`config.mk`:
```
export PLATFORM = sky130hd
export DESIGN_NAME = vga_timing_engine
export DESIGN_NICKNAME = d
export VERILOG_FILES = /design/src/rtl/vga_pkg.sv /design/src/rtl/pix_en_gen.sv /design/src/rtl/vga_timing_engine.sv
export SDC_FILE = /design/constraint.sdc
export NUM_CORES = 1
export LEC_CHECK = 0
export ABC_AREA = 1
export CAP_MARGIN = 20
export CORE_AREA = 3 3 142 144
export CTS_BUF_LIST = sky130_fd_sc_hd__clkbuf_2 sky130_fd_sc_hd__clkbuf_4 sky130_fd_sc_hd__clkbuf_8
export DETAILED_ROUTE_END_ITERATION = 12
export DIE_AREA = 0 0 145 147
export GPL_TIMING_DRIVEN = 0
export SYNTH_ARGS = -nofsm -noshare
export SYNTH_HDL_FRONTEND = slang
export SYNTH_SLANG_ARGS = --single-unit
```
`constraint.sdc`:
```
create_clock -name clk -period 3.65 [get_ports clk]
set_input_delay 0.73 -clock clk [delete_from_list [all_inputs] [get_ports clk]]
set_output_delay 0.73 -clock clk [all_outputs]
set_load 0.02 [all_outputs]
```
`src/rtl/vga_pkg.sv`:
```
// Shared types, default 640x480@60 timing and the colour-bar table for the VGA raster engine.
package vga_pkg;

    localparam int unsigned VGA_CLK_DIV  = 2;
    localparam int unsigned VGA_H_ACTIVE = 640;
    localparam int unsigned VGA_H_FP     = 16;
    localparam int unsigned VGA_H_SYNC   = 96;
    localparam int unsigned VGA_H_BP     = 48;
    localparam int unsigned VGA_V_ACTIVE = 480;
    localparam int unsigned VGA_V_FP     = 10;
    localparam int unsigned VGA_V_SYNC   = 2;
    localparam int unsigned VGA_V_BP     = 33;
    localparam int unsigned VGA_READ_LAT = 2;
    localparam int unsigned NUM_BARS     = 8;

    typedef struct packed {
        logic [7:0] r;
        logic [7:0] g;
        logic [7:0] b;
    } rgb_t;

    typedef enum logic [1:0] {
        MODE_EXT   = 2'd0,
        MODE_BARS  = 2'd1,
        MODE_BLACK = 2'd2,
        MODE_RSVD  = 2'd3
    } vga_mode_e;

    // Per-pixel raster attributes carried down the fetch-latency pipeline.
    typedef struct packed {
        logic       active;
        logic       hs;
        logic       vs;
        logic [2:0] bar;
    } raster_t;

    // White, yellow, cyan, green, magenta, red, blue, black.
    function automatic rgb_t bar_colour(input logic [2:0] idx);
        rgb_t c;
        case (idx)
            3'd0:    c = '{r: 8'hFF, g: 8'hFF, b: 8'hFF};
            3'd1:    c = '{r: 8'hFF, g: 8'hFF, b: 8'h00};
            3'd2:    c = '{r: 8'h00, g: 8'hFF, b: 8'hFF};
            3'd3:    c = '{r: 8'h00, g: 8'hFF, b: 8'h00};
            3'd4:    c = '{r: 8'hFF, g: 8'h00, b: 8'hFF};
            3'd5:    c = '{r: 8'hFF, g: 8'h00, b: 8'h00};
            3'd6:    c = '{r: 8'h00, g: 8'h00, b: 8'hFF};
            default: c = '{r: 8'h00, g: 8'h00, b: 8'h00};
        endcase
        return c;
    endfunction

endpackage

```
`src/rtl/pix_en_gen.sv`:
```
// Pixel-rate enable generator.
//   clk, reset : system clock, async active-high reset
//   pix_en     : one-clk strobe on the last clk of each pixel period
//   vga_clk    : DAC clock, high for the first CLK_DIV/2 clks of each pixel period
module pix_en_gen #(
    parameter int unsigned CLK_DIV = 2
) (
    input  logic clk,
    input  logic reset,
    output logic pix_en,
    output logic vga_clk
);

    localparam int unsigned DIV_W = (CLK_DIV > 2) ? $clog2(CLK_DIV) : 1;
    localparam logic [DIV_W-1:0] DIV_LAST = DIV_W'(CLK_DIV - 1);
    localparam logic [DIV_W-1:0] DIV_HALF = DIV_W'(CLK_DIV / 2);

    logic [DIV_W-1:0] div_cnt;
    logic [DIV_W-1:0] div_next;

    always_comb begin
        div_next = (div_cnt == DIV_LAST) ? '0 : div_cnt + DIV_W'(1);
    end

    // pix_en and vga_clk are registered copies of decodes of the next divider value.
    always_ff @(posedge clk or posedge reset) begin
        if (reset) begin
            div_cnt <= '0;
            pix_en  <= 1'b0;
            vga_clk <= 1'b1;
        end else begin
            div_cnt <= div_next;
            pix_en  <= (div_next == DIV_LAST);
            vga_clk <= (div_next < DIV_HALF);
        end
    end

endmodule

```
`src/rtl/vga_timing_engine.sv`:
```
// VGA raster engine: H/V counters, pixel fetch requests, latency-aligned sync/blank/colour to the DAC.
//   clk, reset              : system clock, async active-high reset
//   mode                    : 0 external, 1 colour bars, 2/3 black; latched at frame start
//   pix_req, pix_x, pix_y   : fetch strobe and coordinate for each active pixel
//   pix_rgb                 : fetched {R,G,B}, sampled READ_LAT pixel ticks after pix_req
//   frame_start             : one-clk pulse on the pixel tick at h = v = 0
//   VGA_R/G/B, VGA_HS/VS, VGA_BLANK_N, VGA_SYNC_N, VGA_CLK : DAC pins
module vga_timing_engine
    import vga_pkg::*;
#(
    parameter int unsigned CLK_DIV  = VGA_CLK_DIV,
    parameter int unsigned H_ACTIVE = VGA_H_ACTIVE,
    parameter int unsigned H_FP     = VGA_H_FP,
    parameter int unsigned H_SYNC   = VGA_H_SYNC,
    parameter int unsigned H_BP     = VGA_H_BP,
    parameter int unsigned V_ACTIVE = VGA_V_ACTIVE,
    parameter int unsigned V_FP     = VGA_V_FP,
    parameter int unsigned V_SYNC   = VGA_V_SYNC,
    parameter int unsigned V_BP     = VGA_V_BP,
    parameter bit          HS_POL   = 1'b0,
    parameter bit          VS_POL   = 1'b0,
    parameter int unsigned READ_LAT = VGA_READ_LAT,
    parameter int unsigned X_W      = 10,
    parameter int unsigned Y_W      = 10
) (
    input  logic           clk,
    input  logic           reset,
    input  logic [1:0]     mode,
    output logic           pix_req,
    output logic [X_W-1:0] pix_x,
    output logic [Y_W-1:0] pix_y,
    input  logic [23:0]    pix_rgb,
    output logic           frame_start,
    output logic [7:0]     VGA_R,
    output logic [7:0]     VGA_G,
    output logic [7:0]     VGA_B,
    output logic           VGA_HS,
    output logic           VGA_VS,
    output logic           VGA_BLANK_N,
    output logic           VGA_SYNC_N,
    output logic           VGA_CLK
);

    localparam int unsigned H_TOTAL = H_ACTIVE + H_FP + H_SYNC + H_BP;
    localparam int unsigned V_TOTAL = V_ACTIVE + V_FP + V_SYNC + V_BP;
    localparam int unsigned HC_W    = $clog2(H_TOTAL);
    localparam int unsigned VC_W    = $clog2(V_TOTAL);

    localparam logic [HC_W-1:0] H_LAST     = HC_W'(H_TOTAL - 1);
    localparam logic [HC_W-1:0] H_ACT_LAST = HC_W'(H_ACTIVE - 1);
    localparam logic [HC_W-1:0] HS_FIRST   = HC_W'(H_ACTIVE + H_FP);
    localparam logic [HC_W-1:0] HS_LAST    = HC_W'(H_ACTIVE + H_FP + H_SYNC - 1);
    localparam logic [VC_W-1:0] V_LAST     = VC_W'(V_TOTAL - 1);
    localparam logic [VC_W-1:0] V_ACT_LAST = VC_W'(V_ACTIVE - 1);
    localparam logic [VC_W-1:0] VS_FIRST   = VC_W'(V_ACTIVE + V_FP);
    localparam logic [VC_W-1:0] VS_LAST    = VC_W'(V_ACTIVE + V_FP + V_SYNC - 1);
    localparam logic [HC_W-1:0] BAR_LAST   = HC_W'(H_ACTIVE / NUM_BARS - 1);
    localparam logic [2:0]      BAR_MAX    = 3'(NUM_BARS - 1);

    logic            pix_en;
    logic [HC_W-1:0] h_cnt;
    logic [VC_W-1:0] v_cnt;
    logic [HC_W-1:0] bar_px;
    logic [2:0]      bar_idx;
    logic            at_origin;
    raster_t         cur;
    raster_t         pipe [READ_LAT];
    raster_t         pipe_out;
    vga_mode_e       mode_q;
    rgb_t            rgb_next;
    rgb_t            rgb_q;

    pix_en_gen #(
        .CLK_DIV (CLK_DIV)
    ) u_pix_en_gen (
        .clk     (clk),
        .reset   (reset),
        .pix_en  (pix_en),
        .vga_clk (VGA_CLK)
    );

    assign at_origin = (h_cnt == '0) && (v_cnt == '0);

    // Raster counters; a line wrap on the last line also wraps the frame.
    always_ff @(posedge clk or posedge reset) begin
        if (reset) begin
            h_cnt <= '0;
            v_cnt <= '0;
        end else if (pix_en) begin
            if (h_cnt == H_LAST) begin
                h_cnt <= '0;
                v_cnt <= (v_cnt == V_LAST) ? '0 : v_cnt + VC_W'(1);
            end else begin
                h_cnt <= h_cnt + HC_W'(1);
            end
        end
    end

    // Bar index tracks h without a divider; the last bar absorbs any remainder.
    always_ff @(posedge clk or posedge reset) begin
        if (reset) begin
            bar_px  <= '0;
            bar_idx <= '0;
        end else if (pix_en) begin
            if (h_cnt == H_LAST) begin
                bar_px  <= '0;
                bar_idx <= '0;
            end else if ((h_cnt <= H_ACT_LAST) && (bar_idx != BAR_MAX)) begin
                if (bar_px == BAR_LAST) begin
                    bar_px  <= '0;
                    bar_idx <= bar_idx + 3'd1;
                end else begin
                    bar_px <= bar_px + HC_W'(1);
                end
            end
        end
    end

    always_comb begin
        cur        = '0;
        cur.active = (h_cnt <= H_ACT_LAST) && (v_cnt <= V_ACT_LAST);
        cur.hs     = (h_cnt >= HS_FIRST) && (h_cnt <= HS_LAST);
        cur.vs     = (v_cnt >= VS_FIRST) && (v_cnt <= VS_LAST);
        cur.bar    = bar_idx;
    end

    // Stage 0: fetch request, frame marker and mode latch.
    always_ff @(posedge clk or posedge reset) begin
        if (reset) begin
            pix_req     <= 1'b0;
            pix_x       <= '0;
            pix_y       <= '0;
            frame_start <= 1'b0;
            mode_q      <= MODE_EXT;
        end else begin
            pix_req     <= pix_en && cur.active;
            frame_start <= pix_en && at_origin;
            if (pix_en && cur.active) begin
                pix_x <= X_W'(h_cnt);
                pix_y <= Y_W'(v_cnt);
            end
            if (pix_en && at_origin) begin
                mode_q <= vga_mode_e'(mode);
            end
        end
    end

    // Delay raster attributes to line up with the returning pixel data.
    always_ff @(posedge clk or posedge reset) begin
        if (reset) begin
            for (int i = 0; i < READ_LAT; i++) begin
                pipe[i] <= '0;
            end
        end else if (pix_en) begin
            pipe[0] <= cur;
            for (int i = 1; i < READ_LAT; i++) begin
                pipe[i] <= pipe[i-1];
            end
        end
    end

    assign pipe_out = pipe[READ_LAT-1];

    always_comb begin
        rgb_next = '0;
        if (pipe_out.active) begin
            case (mode_q)
                MODE_EXT:  rgb_next = rgb_t'(pix_rgb);
                MODE_BARS: rgb_next = bar_colour(pipe_out.bar);
                default:   rgb_next = '0;
            endcase
        end
    end

    // DAC output register.
    always_ff @(posedge clk or posedge reset) begin
        if (reset) begin
            rgb_q       <= '0;
            VGA_BLANK_N <= 1'b0;
            VGA_HS      <= ~HS_POL;
            VGA_VS      <= ~VS_POL;
        end else if (pix_en) begin
            rgb_q       <= rgb_next;
            VGA_BLANK_N <= pipe_out.active;
            VGA_HS      <= pipe_out.hs ? HS_POL : ~HS_POL;
            VGA_VS      <= pipe_out.vs ? VS_POL : ~VS_POL;
        end
    end

    assign VGA_R      = rgb_q.r;
    assign VGA_G      = rgb_q.g;
    assign VGA_B      = rgb_q.b;
    assign VGA_SYNC_N = 1'b0;

endmodule

```
==> results.py, run 1 <==
metrics = {
    "setup_path": {
        "r2r-end": "pix_x[6]",
        "cp_max_fo": 2,
        "max_stage_delay_ns": 0.66,
        "path_depth": 1,
        "reg2reg_depth": 6,
        "crit_end": "VGA_HS",
        "reg2reg_slack_ns": 2.02,
        "critPathBufInv": 1,
        "crit_type": "flop to primary output",
        "cp.required_ns": 2.92,
        "slowest_stage": "clkdlybuf4s50_1",
        "setup.worst_path.start_class": "flop",
        "cp-end-kind": "primary output",
        "critical_path.top_delay_family": "buffers and inverters",
        "crit_start": "VGA_HS",
        "crit_chain": "clkdlybuf4s50_1",
        "rr_startpoint": "h_cnt[7]",
        "worstPathArrival_ns": 1.57,
    },
    "cells_and_area": {
        "final_common_cell": "nand2_1",
        "syn2layout_area_growth_pct": 28.30,
        "nNetsFinal": 710,
        "nFillCells": 1980,
        "drive_gt1_share_pct": 6.333,
        "layout.cells.non_filler": 939,
        "final_cell_mix": "nand2_1 (172), dfrtp_1 (95), clkdlybuf4s50_1 (77), inv_1 (71), o21ai_0 (71)",
        "antenna_cells": 0,
    },
    "drt": {
        "met1_length_um": 5676,
        "dr_wl_met2_um": 5426,
        "via_per_inst": 4.213,
        "dr_total_vias": 3956,
        "route.met3.wl_um": 307,
        "routed_wl_um": 11640,
        "ant_nets": 0,
        "top_layer_used": "met4",
        "post-route-drc-count": 0,
        "drt_iter0_drc": 194,
        "routedWlPerCell_um": 12.39,
        "dr.pass1.iters": 4,
    },
    "sta": {
        "min_period_over_period_pct": 63.10,
        "rsz0062_at_grt": "false",
        "min_period_ns": 2.303,
        "whs_ns": 0.4214,
        "slew_headroom_pct": 66.10,
        "slew_viol_final": 0,
        "tightest_slew_ns": 0.5086,
        "finalSetupTns_ns": 0,
        "worst_slack_ns": 1.347,
        "hold_viol_final": 0,
        "setup_viol": 0,
        "fmaxAchievable_ghz": 0.4342,
        "clock_skew_ns": 0.009436,
    },
    "min_path": {
        "holdCritPathClass": "flop to flop",
    },
    "grt": {
        "grt_max_degree": 68,
        "grt_pass1_wl_um": 19640,
        "track_usage_pct": 11.24,
        "antenna_found_initial": 0,
        "grt_pass1_vias": 3792,
        "grt-ovfl-total": 0,
    },
    "synth": {
        "synth-compound-area-share_pct": 9.638,
        "synth_top_area_share_pct": 50.59,
        "synthAdderAreaFrac_pct": 2.130,
        "synth_top_family_by_area": "simple AND/OR/NAND/NOR gates",
        "synth_edf_count": 0,
        "netlist_area_um2": 4700,
        "netlist_top_cells_area": "dfrtp_1 (51%), nand2_1 (14%), o21ai_0 (7.6%)",
        "avgSynthCellArea_um2": 8.033,
        "ys.warnings.count": 0,
        "ys_types": 31,
        "synthFlopType": "dfrtp_1",
        "synth_mux_area_share_pct": 0,
        "synthCells": 585,
        "syn_nets": 621,
        "synth_simple_gate_area_share_pct": 26.20,
        "async_flop_share_pct": 100.0,
        "synth_xor_area_share_pct": 1.305,
        "yosysTopAreaCell": "dfrtp_1",
        "ys_seq_elements": 98,
        "ys_seq_area_share_pct": 52.26,
    },
    "floorplan": {
        "die_w_um": 145,
        "die-height_um": 147,
        "pin_count": 79,
        "die_area_um2": 21320,
        "fp-row-count": 50,
        "start_util_pct": 24.96,
        "coreArea_um2": 18830,
    },
    "power": {
        "power.density_nw_per_um2": 332.8,
        "p_leak_uw": 0.002854,
        "ir_drop_uv": 123.4,
    },
    "clocking": {
        "clockRootBuffer": "clkbuf_8",
        "clock-sinks": 98,
        "cts_tree": "built",
        "post_cts_resized": 0,
        "postCtsSetupRepairBufs": 0,
        "htreeDepth": 3,
        "clk_path_buf_depth": 2,
        "ctsHoldBuffers": 0,
        "clock_insertion_delay_worst_skew_ns": 0.37,
        "cts.reportedPaths.clkPinSlew_ns": 0.09,
        "numCtsBuffers": 9,
    },
    "placed_design": {
        "place_ws_ns": 1.748,
        "hpwlAfterDp_um": 8491,
        "port_buffers": 77,
        "dp_cells": 923,
        "finalWeightedCongestion": 0.8676,
    },
    "outcome": {
        "status": "complete, no violations",
    },
    "run": {
        "drv_cap": 0,
    },
}
==> metrics by stage <==
| stage | total power, uW | utilization [%] | area [um^2] |
|---|---|---|---|
| after CTS | 2043 | 32.02 | 6030 |
| final | 2007 | 32.02 | 6030 |
| after global placement | 1298 | 30.78 | 5796 |
| after global routing | 2101 | 32.02 | 6030 |
| after detailed placement | 1303 | 30.94 | 5826 |
| after floorplan | 1212 | - | 4700 |
==> power breakdown <==
group,internal (uW),switching [uW]
clock,351,378
combinational,75.7,84.4
sequential,1110,11.9
==> state kept, by name, summed over array words and instances (netlist names) <==
name,count
pipe,12
bar_px,10
h_cnt,10
pix_x,10
pix_y,10
v_cnt,10
VGA_B,8
VGA_G,8
VGA_R,8
bar_idx,3
mode_q,2
VGA_BLANK_N,1
VGA_HS,1
VGA_VS,1
frame_start,1
pix_req,1
u_pix_en_gen.pix_en,1
u_pix_en_gen.vga_clk,1
==> synth_stat cells (2+ instances only) <==
cell and number:
nand2_1 172, dfrtp_1 95, inv_1 72, o21ai_0 71, nand3_1 58, nor2_1 28, nand4_1 11, clkbuf_1 10
ha_1 8, nor3_1 8, xor2_1 7, o21ai_1 6, buf_1 4, buf_2 4, buf_4 3, dfstp_2 3
inv_2 3, nor2_2 3, o21bai_1 3, a21oi_1 2, nand3b_1 2, o21ai_2 2, or2_2 2
==> per-layer routing <==
metal  vias to the layer above  track usage [%]
met3                        17            2.036
li1                       2040                -
met5                         -                0
met1                      1843            14.78
met4                         0            4.418
met2                        56            18.47
==> worst min-delay path by stage <==
| stage | end | cells after the start | slack, ns | start |
|---|---|---|---|---|
| global route | u_pix_en_gen.vga_clk | 0 | 0.44 | u_pix_en_gen.pix_en |
| finish | u_pix_en_gen.vga_clk | 0 | 0.42 | u_pix_en_gen.pix_en |
| detailed placement | u_pix_en_gen.vga_clk | 0 | 0.41 | u_pix_en_gen.pix_en |
| floorplan | u_pix_en_gen.vga_clk | 0 | 0.38 | u_pix_en_gen.pix_en |
| CTS | u_pix_en_gen.vga_clk | 0 | 0.43 | u_pix_en_gen.pix_en |
| global placement | u_pix_en_gen.vga_clk | 0 | 0.41 | u_pix_en_gen.pix_en |
==> area by class of cell <==
cell class | count | area, um^2 | share of cell area (%)
well taps | 260 | 325.3 | 5.395
plain buffers | 22 | 106.4 | 1.764
inverters | 76 | 290.3 | 4.814
clock buffers | 11 | 151.4 | 2.511
multi-input cells | 389 | 1849 | 30.67
flip-flops and latches | 98 | 2456 | 40.73
clock inverters | 5 | 52.55 | 0.8716
repair buffers | 78 | 798.3 | 13.24
==> kinds of logic after synthesis <==
logic type                 count (synthesis)
buffers and inverters                     98
AOI/OAI and AO/OA                         86
xor gates and xnor gates                   7
other                                      1
adders and majority gates                  8
DFF                                       98
and+or+nand+nor                          287
Power figures use the tool's default switching activity.
==> inputs of run 2 (changes only) <==
==> constraint.sdc (replaced) <==
create_clock -name clk -period 1.9 [get_ports clk]
set_input_delay 0.38 -clock clk [delete_from_list [all_inputs] [get_ports clk]]
set_output_delay 0.38 -clock clk [all_outputs]
set_load 0.02 [all_outputs]
==> run 2 against run 1 <==
Effect of this change:
- wire length rose by 0.12%
- non-clock buffer count rose by 2
- sequential share of layout area fell by 0.53 points
- first-iteration DRC count rose by 13%
- sequential power rose by 92%
- largest cell class unchanged
- die area did not move
- critical path type unchanged
- clock skew fell by 0.0021 ns
==> results.py, run 2 (same netlist as run 1, synthesis figures left out) <==
metrics = {
    "clocking": {
        "numCtsBuffers": 9,
        "ctsHoldBuffers": 0,
        "cts_tree": "built",
        "clock-sinks": 98,
        "clk_path_buf_depth": 2,
        "postCtsSetupRepairBufs": 0,
        "htreeDepth": 3,
        "cts.reportedPaths.clkPinSlew_ns": 0.09,
        "clockRootBuffer": "clkbuf_8",
        "clock_insertion_delay_worst_skew_ns": 0.37,
    },
    "min_path": {
        "holdCritPathClass": "primary input to async pin",
    },
    "sta": {
        "fmaxAchievable_ghz": 0.5684,
        "tightest_slew_ns": 0.5032,
        "min_period_over_period_pct": 92.59,
        "slew_headroom_pct": 66.46,
        "setup_viol": 0,
        "finalSetupTns_ns": 0,
        "hold_viol_final": 0,
        "rsz0062_at_grt": "false",
        "slew_viol_final": 0,
        "min_period_ns": 1.759,
        "clock_skew_ns": 0.007329,
    },
    "grt": {
        "antenna_found_initial": 0,
        "grt_max_degree": 37,
        "track_usage_pct": 11.44,
        "grt_pass1_wl_um": 20240,
        "grt-ovfl-total": 0,
        "grt_pass1_vias": 4000,
    },
    "power": {
        "ir_drop_uv": 300.4,
        "power_uw": 4100,
        "p_leak_uw": 0.002884,
        "power.density_nw_per_um2": 671.1,
    },
    "setup_path": {
        "critical_path.top_delay_family": "buffers and inverters",
        "slowest_stage": "clkdlybuf4s50_1",
        "crit_chain": "clkdlybuf4s50_1",
        "critPathBufInv": 1,
        "cp.required_ns": 1.52,
        "crit_type": "flop to primary output",
        "max_stage_delay_ns": 0.62,
        "cp_max_fo": 2,
        "worstPathArrival_ns": 1.38,
        "cp-end-kind": "primary output",
        "setup.worst_path.start_class": "flop",
    },
    "drt": {
        "via_per_inst": 4.230,
        "routed_wl_um": 11650,
        "drt_iter0_drc": 220,
        "post-route-drc-count": 0,
        "ant_nets": 0,
        "dr_total_vias": 3980,
        "dr.pass1.iters": 4,
        "routedWlPerCell_um": 12.38,
    },
    "cells_and_area": {
        "drive_gt1_share_pct": 6.608,
        "postLayoutCoreUtil_pct": 32.45,
        "syn2layout_area_growth_pct": 30.01,
        "final_cell_mix": "nand2_1 (172), dfrtp_1 (95), clkdlybuf4s50_1 (74), inv_1 (71), o21ai_0 (71)",
        "final_common_cell": "nand2_1",
        "largest-register": "pipe",
        "nNetsFinal": 712,
        "layout.cells.non_filler": 941,
        "nFillCells": 1972,
        "largest_register_ffs": 12,
        "antenna_cells": 0,
    },
    "placed_design": {
        "hpwlAfterDp_um": 8681,
        "port_buffers": 77,
        "finalWeightedCongestion": 0.8428,
        "dp_cells": 925,
    },
    "floorplan": {
        "coreArea_um2": 18830,
        "die-height_um": 147,
        "fp-row-count": 50,
        "die_area_um2": 21320,
        "start_util_pct": 24.96,
        "die_w_um": 145,
        "pin_count": 79,
    },
    "outcome": {
        "status": "complete, no violations",
    },
    "run": {
        "drv_cap": 0,
    },
}
==> run 2: cell count changes in the layout (fill, tap and decap cells not counted), sizes merged <==
cell / before / now
clkdlybuf4s50: 77 / 74
dlygate4sd2: 0 / 3
buf: 13 / 15
bufinv: 1 / 3
clkbuf: 21 / 20
clkinv: 3 / 2
clkinvlp: 1 / 2
inv: 76 / 75
==> run 2: worst paths after layout <==
kind	start	to	slack [ns]	cells after the start
min reg2reg	u_pix_en_gen.pix_en	u_pix_en_gen.vga_clk	0.42	0
max reg2reg	bar_px[0]	bar_idx[0]	0.28	8
min	reset	VGA_R[4]	0.31	2
max	pix_x[0]	pix_x[0]	0.14	1
min in group clk	u_pix_en_gen.pix_en	u_pix_en_gen.vga_clk	0.42	0
max in group asynchronous	reset	VGA_HS	0.86	4
==> run 2: what timing repair did <==
item	CTS	global route
setup endpoints to repair	3	0
gates resized for setup	3	0
hold endpoints to repair	0	0
==> run 2: power breakdown <==
group / switching, uW / internal (uW)
Sequential: 22.9 / 2120
Combinational: 165 / 154
Clock: 741 / 894
Total: 929 / 3170
==> run 2: layer usage <==
layer  global-route usage [%]  up-vias  routed length, um
li1                         -     2046                  -
met1                    15.25     1859               5523
met2                    18.64       60               5543
met3                    2.252       15                388
met4                    4.086        0                197
met5                        0        -                  0
==> run 2: area by class of cell <==
cell class	count	area (um^2)	area share (%)
buffer	22	106.4	1.741
inverter	76	291.5	4.772
clock inverter	6	115.1	1.884
multi-input combinational	389	1849	30.27
sequential	98	2456	40.20
clock buffer	10	131.4	2.150
tap	260	325.3	5.325
timing repair buffer	80	834.6	13.66
==> run 2: stage by stage <==
stage / instance area [um^2] / hold slack (ns) / worst slack [ns]
floorplan: 4703 / 0.3758 / 0.3608
global placement: 5799 / 0.4062 / -0.7321
detailed placement: 5867 / 0.4052 / 0.2827
CTS: 6110 / 0.2941 / 0.1096
global route: 6110 / 0.3096 / 0.04053
finish: 6110 / 0.3053 / 0.1408
==> inputs of run 3 (changes only) <==
==> constraint.sdc (replaced) <==
create_clock -name clk -period 2.05 [get_ports clk]
set_input_delay 0.41 -clock clk [delete_from_list [all_inputs] [get_ports clk]]
set_output_delay 0.41 -clock clk [all_outputs]
set_load 0.005 [all_outputs]
==> run 3 against run 2 <==
Effect of this change:
- total power shrank 8.4%
- worst setup slack gained 0.047 ns
- first-iteration DRC count is the same
- via count is the same
- sequential power shrank 7%
- critical path depth is the same
- design area is essentially flat
- combinational power shrank 21%
- global-route usage is the same
==> results.py, run 3 (same netlist as run 1, synthesis figures left out) <==
metrics = {
    "outcome": {
        "status": "complete, no violations",
    },
    "setup_path": {
        "cp_max_fo": 2,
        "critical_path.top_delay_family": "buffers and inverters",
        "path_depth": 1,
        "max_stage_delay_ns": 0.55,
        "crit_chain": "clkdlybuf4s50_1",
        "setup.worst_path.start_class": "flop",
        "worstPathArrival_ns": 1.45,
        "slowest_stage": "clkdlybuf4s50_1",
        "crit_type": "flop to primary output",
        "cp-end-kind": "primary output",
        "critPathBufInv": 1,
        "cp.required_ns": 1.64,
        "reg2reg_depth": 8,
    },
    "floorplan": {
        "die_area_um2": 21320,
        "start_util_pct": 24.96,
        "die-height_um": 147,
        "die_w_um": 145,
        "pin_count": 79,
        "fp-row-count": 50,
        "coreArea_um2": 18830,
    },
    "grt": {
        "grt_pass1_vias": 4000,
        "grt-ovfl-total": 0,
        "grt_max_degree": 37,
        "grt_pass1_wl_um": 20240,
        "track_usage_pct": 11.44,
        "antenna_found_initial": 0,
    },
    "clocking": {
        "post_cts_resized": 0,
        "ctsHoldBuffers": 0,
        "postCtsSetupRepairBufs": 0,
        "clockRootBuffer": "clkbuf_8",
        "htreeDepth": 3,
        "cts_tree": "built",
        "clk_path_buf_depth": 2,
        "numCtsBuffers": 9,
        "clock_insertion_delay_worst_skew_ns": 0.37,
        "cts.reportedPaths.clkPinSlew_ns": 0.09,
        "clock-sinks": 98,
    },
    "cells_and_area": {
        "drive_gt1_share_pct": 6.608,
        "antenna_cells": 0,
        "design_area_um2": 6113,
        "syn2layout_area_growth_pct": 30.09,
        "largest-register": "pipe",
        "final_cell_mix": "nand2_1 (172), dfrtp_1 (95), clkdlybuf4s50_1 (77), inv_1 (71), o21ai_0 (71)",
        "final_common_cell": "nand2_1",
        "largest_register_ffs": 12,
        "nNetsFinal": 712,
        "layout.cells.non_filler": 941,
    },
    "drt": {
        "drt_iter0_drc": 220,
        "routedWlPerCell_um": 12.38,
        "via_per_inst": 4.230,
        "dr.pass1.iters": 4,
        "post-route-drc-count": 0,
        "ant_nets": 0,
        "dr_total_vias": 3980,
        "routed_wl_um": 11650,
    },
    "sta": {
        "min_period_over_period_pct": 90.86,
        "setup_viol": 0,
        "slew_viol_final": 0,
        "slew_headroom_pct": 66.46,
        "min_period_ns": 1.863,
        "clock_skew_ns": 0.007328,
        "rsz0062_at_grt": "false",
        "tightest_slew_ns": 0.5032,
        "hold_viol_final": 0,
        "fmaxAchievable_ghz": 0.5369,
    },
    "placed_design": {
        "port_buffers": 77,
        "dp_cells": 925,
        "dpl_cell_area_um2": 5867,
        "finalWeightedCongestion": 0.8428,
        "hpwlAfterDp_um": 8681,
    },
    "power": {
        "power.density_nw_per_um2": 614.5,
        "ir_drop_uv": 278.5,
        "p_leak_uw": 0.002884,
    },
    "min_path": {
        "holdCritPathClass": "primary input to async pin",
    },
    "run": {
        "drv_cap": 0,
    },
}
## run 3: through the flow
step / TNS (ns) / util [%] / power, uW / worst slack, ns / hold WS (ns)
after floorplan: 0 / - / 2116 / 0.4808 / 0.3758
after CTS: 0 / 32.47 / 3830 / 0.1391 / 0.3241
after global routing: 0 / 32.47 / 3928 / 0.1005 / 0.3396
after global placement: -58.12 / 30.80 / 2268 / -0.6121 / 0.4062
final: 0 / 32.47 / 3757 / 0.1874 / 0.3352
after detailed placement: 0 / 31.16 / 2287 / 0.4327 / 0.4052
## run 3: power by group
| part | switching [uW] | leakage, uW | total (uW) | internal (uW) |
|---|---|---|---|---|
| Clock | 686 | 0.000120 | 1510 | 828 |
| Combinational | 111 | 0.00150 | 252 | 142 |
| Sequential | 21.2 | 0.00126 | 1990 | 1970 |
| Total | 818 | 0.00288 | 3760 | 2940 |
## run 3: area by class of cell
type	count	area [um^2]
plain buffers	22	106.4
clock buffers	10	131.4
clock inverters	6	115.1
fillers	1969	12720
inverters	76	291.5
multi-input cells	389	1849
flip-flops and latches	98	2456
well taps	260	325.3
repair buffers	80	838.3
## run 3: worst paths after layout
path                                      from              endpoint  slack (ns)
max reg2reg                          bar_px[0]            bar_idx[0]        0.43
min reg2reg                u_pix_en_gen.pix_en  u_pix_en_gen.vga_clk        0.42
min in group clk           u_pix_en_gen.pix_en  u_pix_en_gen.vga_clk        0.42
min                                      reset              VGA_R[4]        0.34
max in group asynchronous                reset                VGA_HS        0.98
max                                     VGA_HS                VGA_HS        0.19
## run 3: routing by layer
layer	track usage, %	wire length (um)	up-vias
li1	-	-	2046
met1	15.25	5520	1859
met2	18.64	5543	60
met3	2.252	391	15
met4	4.086	197	0
met5	0	0	-
==> patch 1, RTL diff (settings of run 1) <==
Change the package constant `VGA_V_BP` from 33 to 66.
--- a/src/rtl/vga_pkg.sv
+++ b/src/rtl/vga_pkg.sv
@@ -11,3 +11,3 @@
     localparam int unsigned VGA_V_SYNC   = 2;
-    localparam int unsigned VGA_V_BP     = 33;
+    localparam int unsigned VGA_V_BP     = 66;
     localparam int unsigned VGA_READ_LAT = 2;
Behaviour: same outputs for any inputs over 10 cycles, from zero or initial values and one cycle with reset high; that may be too few to reach the edited logic, so the function may still have changed.
==> patch 1 against run 1 <==
- worst hold slack lost 0.032 ns
- final cell count is the same
- non-clock buffer count grew 1
- total power grew 0.14%
- worst setup slack gained 0.040 ns
- sequential cell count is the same
- routed wire length grew 0.21%
- synthesized area grew 0.91%
- cell area grew 0.64%
- combinational power is essentially flat
- largest power group unchanged
- highest routed layer unchanged
==> patch 1: results (changes against run 1) <==
The count of vias placed by the detailed router is 3964 (+0.20%). The number of cells traversed by the worst register-to-register path came out at 8 (+2). The run gives 11.33% (+0.090 points) as the aggregate global-route resource usage. The share of final layout cell area taken by non-clock buffers came out at 15.36% (+0.36 points). The run gives 5868 um^2 (+0.73%) as the post-placement cell area. The worst slew margin relative to its limit is 61.68% (-4.4 points), and the mean routed wirelength per cell is 12.42 um (+0.21%). The worst clock skew came out at 0.01254 ns (+0.003107 ns).

The share of final-layout standard cells stronger than drive strength 1 is 7.069% (+0.74 points). The delay of the slowest cell on the worst path works out to 0.62 ns (-0.04 ns). The flow ran to the end, and the final reports show no timing, DRC or antenna violations.

The run gives 711 (+0.14%) as the final layout net count. The startpoint of the worst register-to-register path was bar_px[0]$_DFFE_PP0P_. The number of fill cells is 1963 (-0.86%), and the fraction of area in multi-input gates is 30.91% (+0.24 points). The setup slack after placement is 1.698 ns (-0.05012 ns). The post-detailed-placement half-perimeter wirelength came out at 8361 um (-1.5%).

The switching share of power was 23.44% (-0.21 points); the layout clock buffer count was 13 (+2). Sorting the synthesized cells by area gives the leading types as dfrtp_1, nand2_1, o21ai_0, inv_1, nand3_1. The endpoint identified for the worst register-to-register timing path is bar_idx[0]$_DFFE_PP0P_. The net count of the mapped netlist was 622 (+0.16%); the post-synthesis cell type count was 36 (+16%).

The tools report the maximum resistive drop on vdd as 0.0001332 V (+7.9%). The pin count of the biggest net entering global routing is 57 (-16%), and the tightest hold margin is 0.3893 ns (-0.03204 ns). The count of inverters not on the clock network in the layout was 73 (-3.9%). The slowest stage of the critical path is the clkdlybuf4s50_1 cell.

The total routed wirelength is 11660 um (+0.21%), and the proportion of cell area spent on the clock network is 3.299% (-0.083 points). The buffer count excluding the clock tree in the final layout is 101 (+1.0%), and the length of the first detailed-routing pass in iterations is 5 (+1). The slack of the worst reg-to-reg path came out at 2.07 ns (+0.05 ns). The number of design-rule violations left by the first detailed-router iteration came out at 316 (+63%). The worst path arrival time came out at 1.53 ns (-0.04 ns). The run gives 3822 (+0.79%) as the via count of the first global-routing pass. The post-synthesis average cell area came out at 8.106 um^2 (+0.91%). The run gives 0.4419 GHz (+1.8%) as the maximum frequency from static timing analysis. The run gives 51.79% (-0.47 points) as the sequential-to-total area share from yosys stat. The logs give 0.8355 (-3.7%) for the final weighted congestion of routability-driven global placement and 32.23% (+0.21 points) for the share of the core filled with cells in the final layout. For the first-pass GRT wire length, the log shows 19770 um (+0.63%).

Static power due to leakage: 2.875 nW (+0.72%). The commonest cells after synthesis are nand2_1, dfrtp_1, inv_1, o21ai_0, nand3_1.
-- patch 1: power by group through the flow --
stage,sequential (mW),combinational (mW),clock [mW]
after floorplan,1.16,0.0492,0
after global placement,1.14,0.158,0
after detailed placement,1.14,0.164,0
after CTS,1.12,0.164,0.755
after global routing,1.12,0.177,0.799
final,1.12,0.160,0.732
-- patch 1: per-layer routing --
metal | track usage [%] | vias to the layer above | routed length, um
li1 | - | 2059 | -
met3 | 2.622 | 11 | 386
met5 | 0 | - | 0
met4 | 3.753 | 0 | 166
met2 | 18.26 | 54 | 5486
met1 | 15.12 | 1840 | 5623
-- patch 1: cell families after synthesis --
family	count (synthesis)	share of synthesized area [%]
xor gates and xnor gates	6	1.108
AOI/OAI and AO/OA	82	8.892
DFF	98	51.79
adders and majority gates	9	2.375
and+or+nand+nor	293	27.10
buffers and inverters	96	8.654
other	1	0.07908
==> patch 2, RTL diff (flow settings as in run 1) <==
Made on the original files. Make the reset (`reset`) synchronous in 6 clocked blocks. Comments in the files are not updated.
--- a/src/rtl/pix_en_gen.sv
+++ b/src/rtl/pix_en_gen.sv
@@ -25,3 +25,3 @@
     // pix_en and vga_clk are registered copies of decodes of the next divider value.
-    always_ff @(posedge clk or posedge reset) begin
+    always_ff @(posedge clk) begin
         if (reset) begin
--- a/src/rtl/vga_timing_engine.sv
+++ b/src/rtl/vga_timing_engine.sv
@@ -84,3 +84,3 @@
     // Raster counters; a line wrap on the last line also wraps the frame.
-    always_ff @(posedge clk or posedge reset) begin
+    always_ff @(posedge clk) begin
         if (reset) begin
@@ -99,3 +99,3 @@
     // Bar index tracks h without a divider; the last bar absorbs any remainder.
-    always_ff @(posedge clk or posedge reset) begin
+    always_ff @(posedge clk) begin
         if (reset) begin
@@ -127,3 +127,3 @@
     // Stage 0: fetch request, frame marker and mode latch.
-    always_ff @(posedge clk or posedge reset) begin
+    always_ff @(posedge clk) begin
         if (reset) begin
@@ -148,3 +148,3 @@
     // Delay raster attributes to line up with the returning pixel data.
-    always_ff @(posedge clk or posedge reset) begin
+    always_ff @(posedge clk) begin
         if (reset) begin
@@ -175,3 +175,3 @@
     // DAC output register.
-    always_ff @(posedge clk or posedge reset) begin
+    always_ff @(posedge clk) begin
         if (reset) begin
Formal check against the unedited RTL: differs if reset is asserted again (counterexample within 4 cycles, from zero or initial values and one cycle with reset high); with reset held inactive, the same outputs for 10 cycles.
==> patch 2 against run 1 <==
- combinational power grew 81%
- core utilization shrank 0.98 points
- register-to-register slack lost 0.07 ns
- synthesized area shrank 3.6%
- cell area shrank 3.1%
- worst setup slack gained 0.13 ns
- sequential cell count is the same
- maximum frequency grew 6.1%
- routed wire length grew 1.5%
- worst hold slack is essentially flat
- total power grew 11%
==> patch 2: results (changes against run 1) <==
The run finished with clean final reports. The mean routed wirelength per cell is 12.23 um (-1.3%). The sequential-to-total area share from yosys stat is 45.94% (-6.3 points). The tightest min-delay check is of the reg -> reg type.

The maximum resistive drop on vdd was 0.0001610 V (+30%); the transition at the pin with the smallest max-transition slack was 0.5794 ns (+0.07086 ns). The critical path launch point was reset. The run gives 19240 um (-2.0%) as the first-pass GRT wire length. The number of cells traversed by the worst register-to-register path is 4 (-2). The startpoint identified for the worst register-to-register timing path is v_cnt[5]$_SDFFE_PP0P_. The post-detailed-placement half-perimeter wirelength is 8746 um (+3.0%). The root buffer cell chosen for the clock tree is clkbuf_8. The delay of the slowest cell on the worst path works out to 0.45 ns (-0.21 ns). The logs give 4986 um (-8.1%) for the wire length on met2 and 2.350 nW (-18%) for the static power due to leakage.

The run gives 737 (+3.8%) as the final layout net count. The logs give 1.95 ns (-0.07 ns) for the slack of the worst reg-to-reg path and 9 (unchanged) for the number of CTS-inserted buffers. The worst register-to-register path ends at pipe[0][3]$_SDFFCE_PN0P_. The run gives 17 (-75%) as the pin count of the biggest net entering global routing. The hold-critical path endpoint was VGA_VS$_SDFFE_PP1P_. Clock-pin slew was measured on the worst setup and hold paths at 0.10 ns. The fraction of registers with async set/reset came out at 0% (-100 points). The largest fanout on the critical path came out at 16 (+14).

Ranked by instance count, the synthesized netlist is headed by nand2_1, dfxtp_1, nor2_1, inv_1, nand3_1. The aggregate global-route resource usage was 11.05% (-0.18 points); the post-placement cell area was 5628 um^2 (-3.4%). The met1 wire length is 5827 um (+2.7%), and the met1 layer usage reported by global route is 15.18% (+0.39 points). The tightest hold margin is 0.4209 ns (-0.0004980 ns), and the via count of the first global-routing pass is 3776 (-0.42%). The average via count per standard cell came out at 4.299 (+2.0%). The startpoint identified for the worst hold timing path is pipe[0][9]$_SDFFCE_PN0P_. The run gives 38 (+23%) as the post-synthesis cell type count. Number of cells on the worst hold path: 1 (+1). Most used flip-flop cell after synthesis: dfxtp_1. The met2 track demand over resource in global routing is 16.64% (-1.8 points), and the worst path arrival time is 2.21 ns (+0.64 ns). Final weighted congestion of routability-driven global placement: 0.8782 (+1.2%).

The tools report the met3 layer usage reported by global route as 3.331% (+1.3 points). More flip-flops sit in one register than any other, and that register is pipe. By area the synthesized netlist is led by dfxtp_1, nand2_1, edfxtp_1, nor2_1, inv_1. The worst clock skew was 0.009942 ns (+0.0005056 ns); the number of synthesized flops with an enable pin was 12 (+12). The share of final-layout standard cells stronger than drive strength 1 is 6.516% (+0.18 points).

The tools report the deepest level of the CTS H-tree as 3 (unchanged). The sort of element at the start of the critical path is an input pin. The tools report the capturing element of the worst setup path as pipe[0][8]$_SDFFCE_PN0P_. The number of design-rule violations left by the first detailed-router iteration is 220 (+13%), and the routed length on met3 is 841 um (+170%). The logs give 5 (+1) for the length of the first detailed-routing pass in iterations and 649 (+4.5%) for the net count of the mapped netlist.
-- patch 2: cell count changes after synthesis, sizes merged, moves of 12 or more --
cell | before | now
a21oi | 2 | 37
dfrtp | 95 | 0
dfxtp | 0 | 86
edfxtp | 0 | 12
nand2 | 174 | 115
nor2 | 31 | 90
o21ai | 79 | 59
-- patch 2: layout make-up --
| type | count | area, um^2 |
|---|---|---|
| inverter | 81 | 304.0 |
| multi-input combinational | 412 | 2029 |
| buffer | 22 | 116.4 |
| tap | 260 | 325.3 |
| sequential | 98 | 2082 |
| timing repair buffer | 77 | 770.7 |
| clock inverter | 7 | 93.84 |
| clock buffer | 9 | 123.9 |
| fill | 2040 | 12990 |
-- patch 2: per-stage QoR --
step                      worst slack [ns]  power [mW]  std cells
after floorplan                      1.959       1.338        613
after global placement               1.097       1.467        950
after detailed placement             1.073       1.466        950
after CTS                            1.492       2.248        966
after global routing                 1.351       2.318        966
final                                1.480       2.218        966
-- patch 2: logic make-up (layout without fill, tap and decap cells) --
| logic type | Yosys count | after routing | synth area share, % |
|---|---|---|---|
| adders and majority gates | 8 | 8 | 2.209 |
| buffers and inverters | 103 | 196 | 9.277 |
| other | 1 | 1 | 0.08275 |
| and+or+nand+nor | 297 | 297 | 30.01 |
| xor gates and xnor gates | 6 | 6 | 1.160 |
| AOI/OAI and AO/OA | 100 | 100 | 11.32 |
| DFF | 98 | 98 | 45.94 |
-- patch 2: report_power, final --
group / total, mW / internal [mW] / switching [mW] / leakage [nW]
sequential: 1.15 / 1.13 / 0.0194 / 0.829
combinational: 0.289 / 0.120 / 0.169 / 1.42
clock: 0.778 / 0.384 / 0.394 / 0.105
total: 2.22 / 1.64 / 0.583 / 2.35
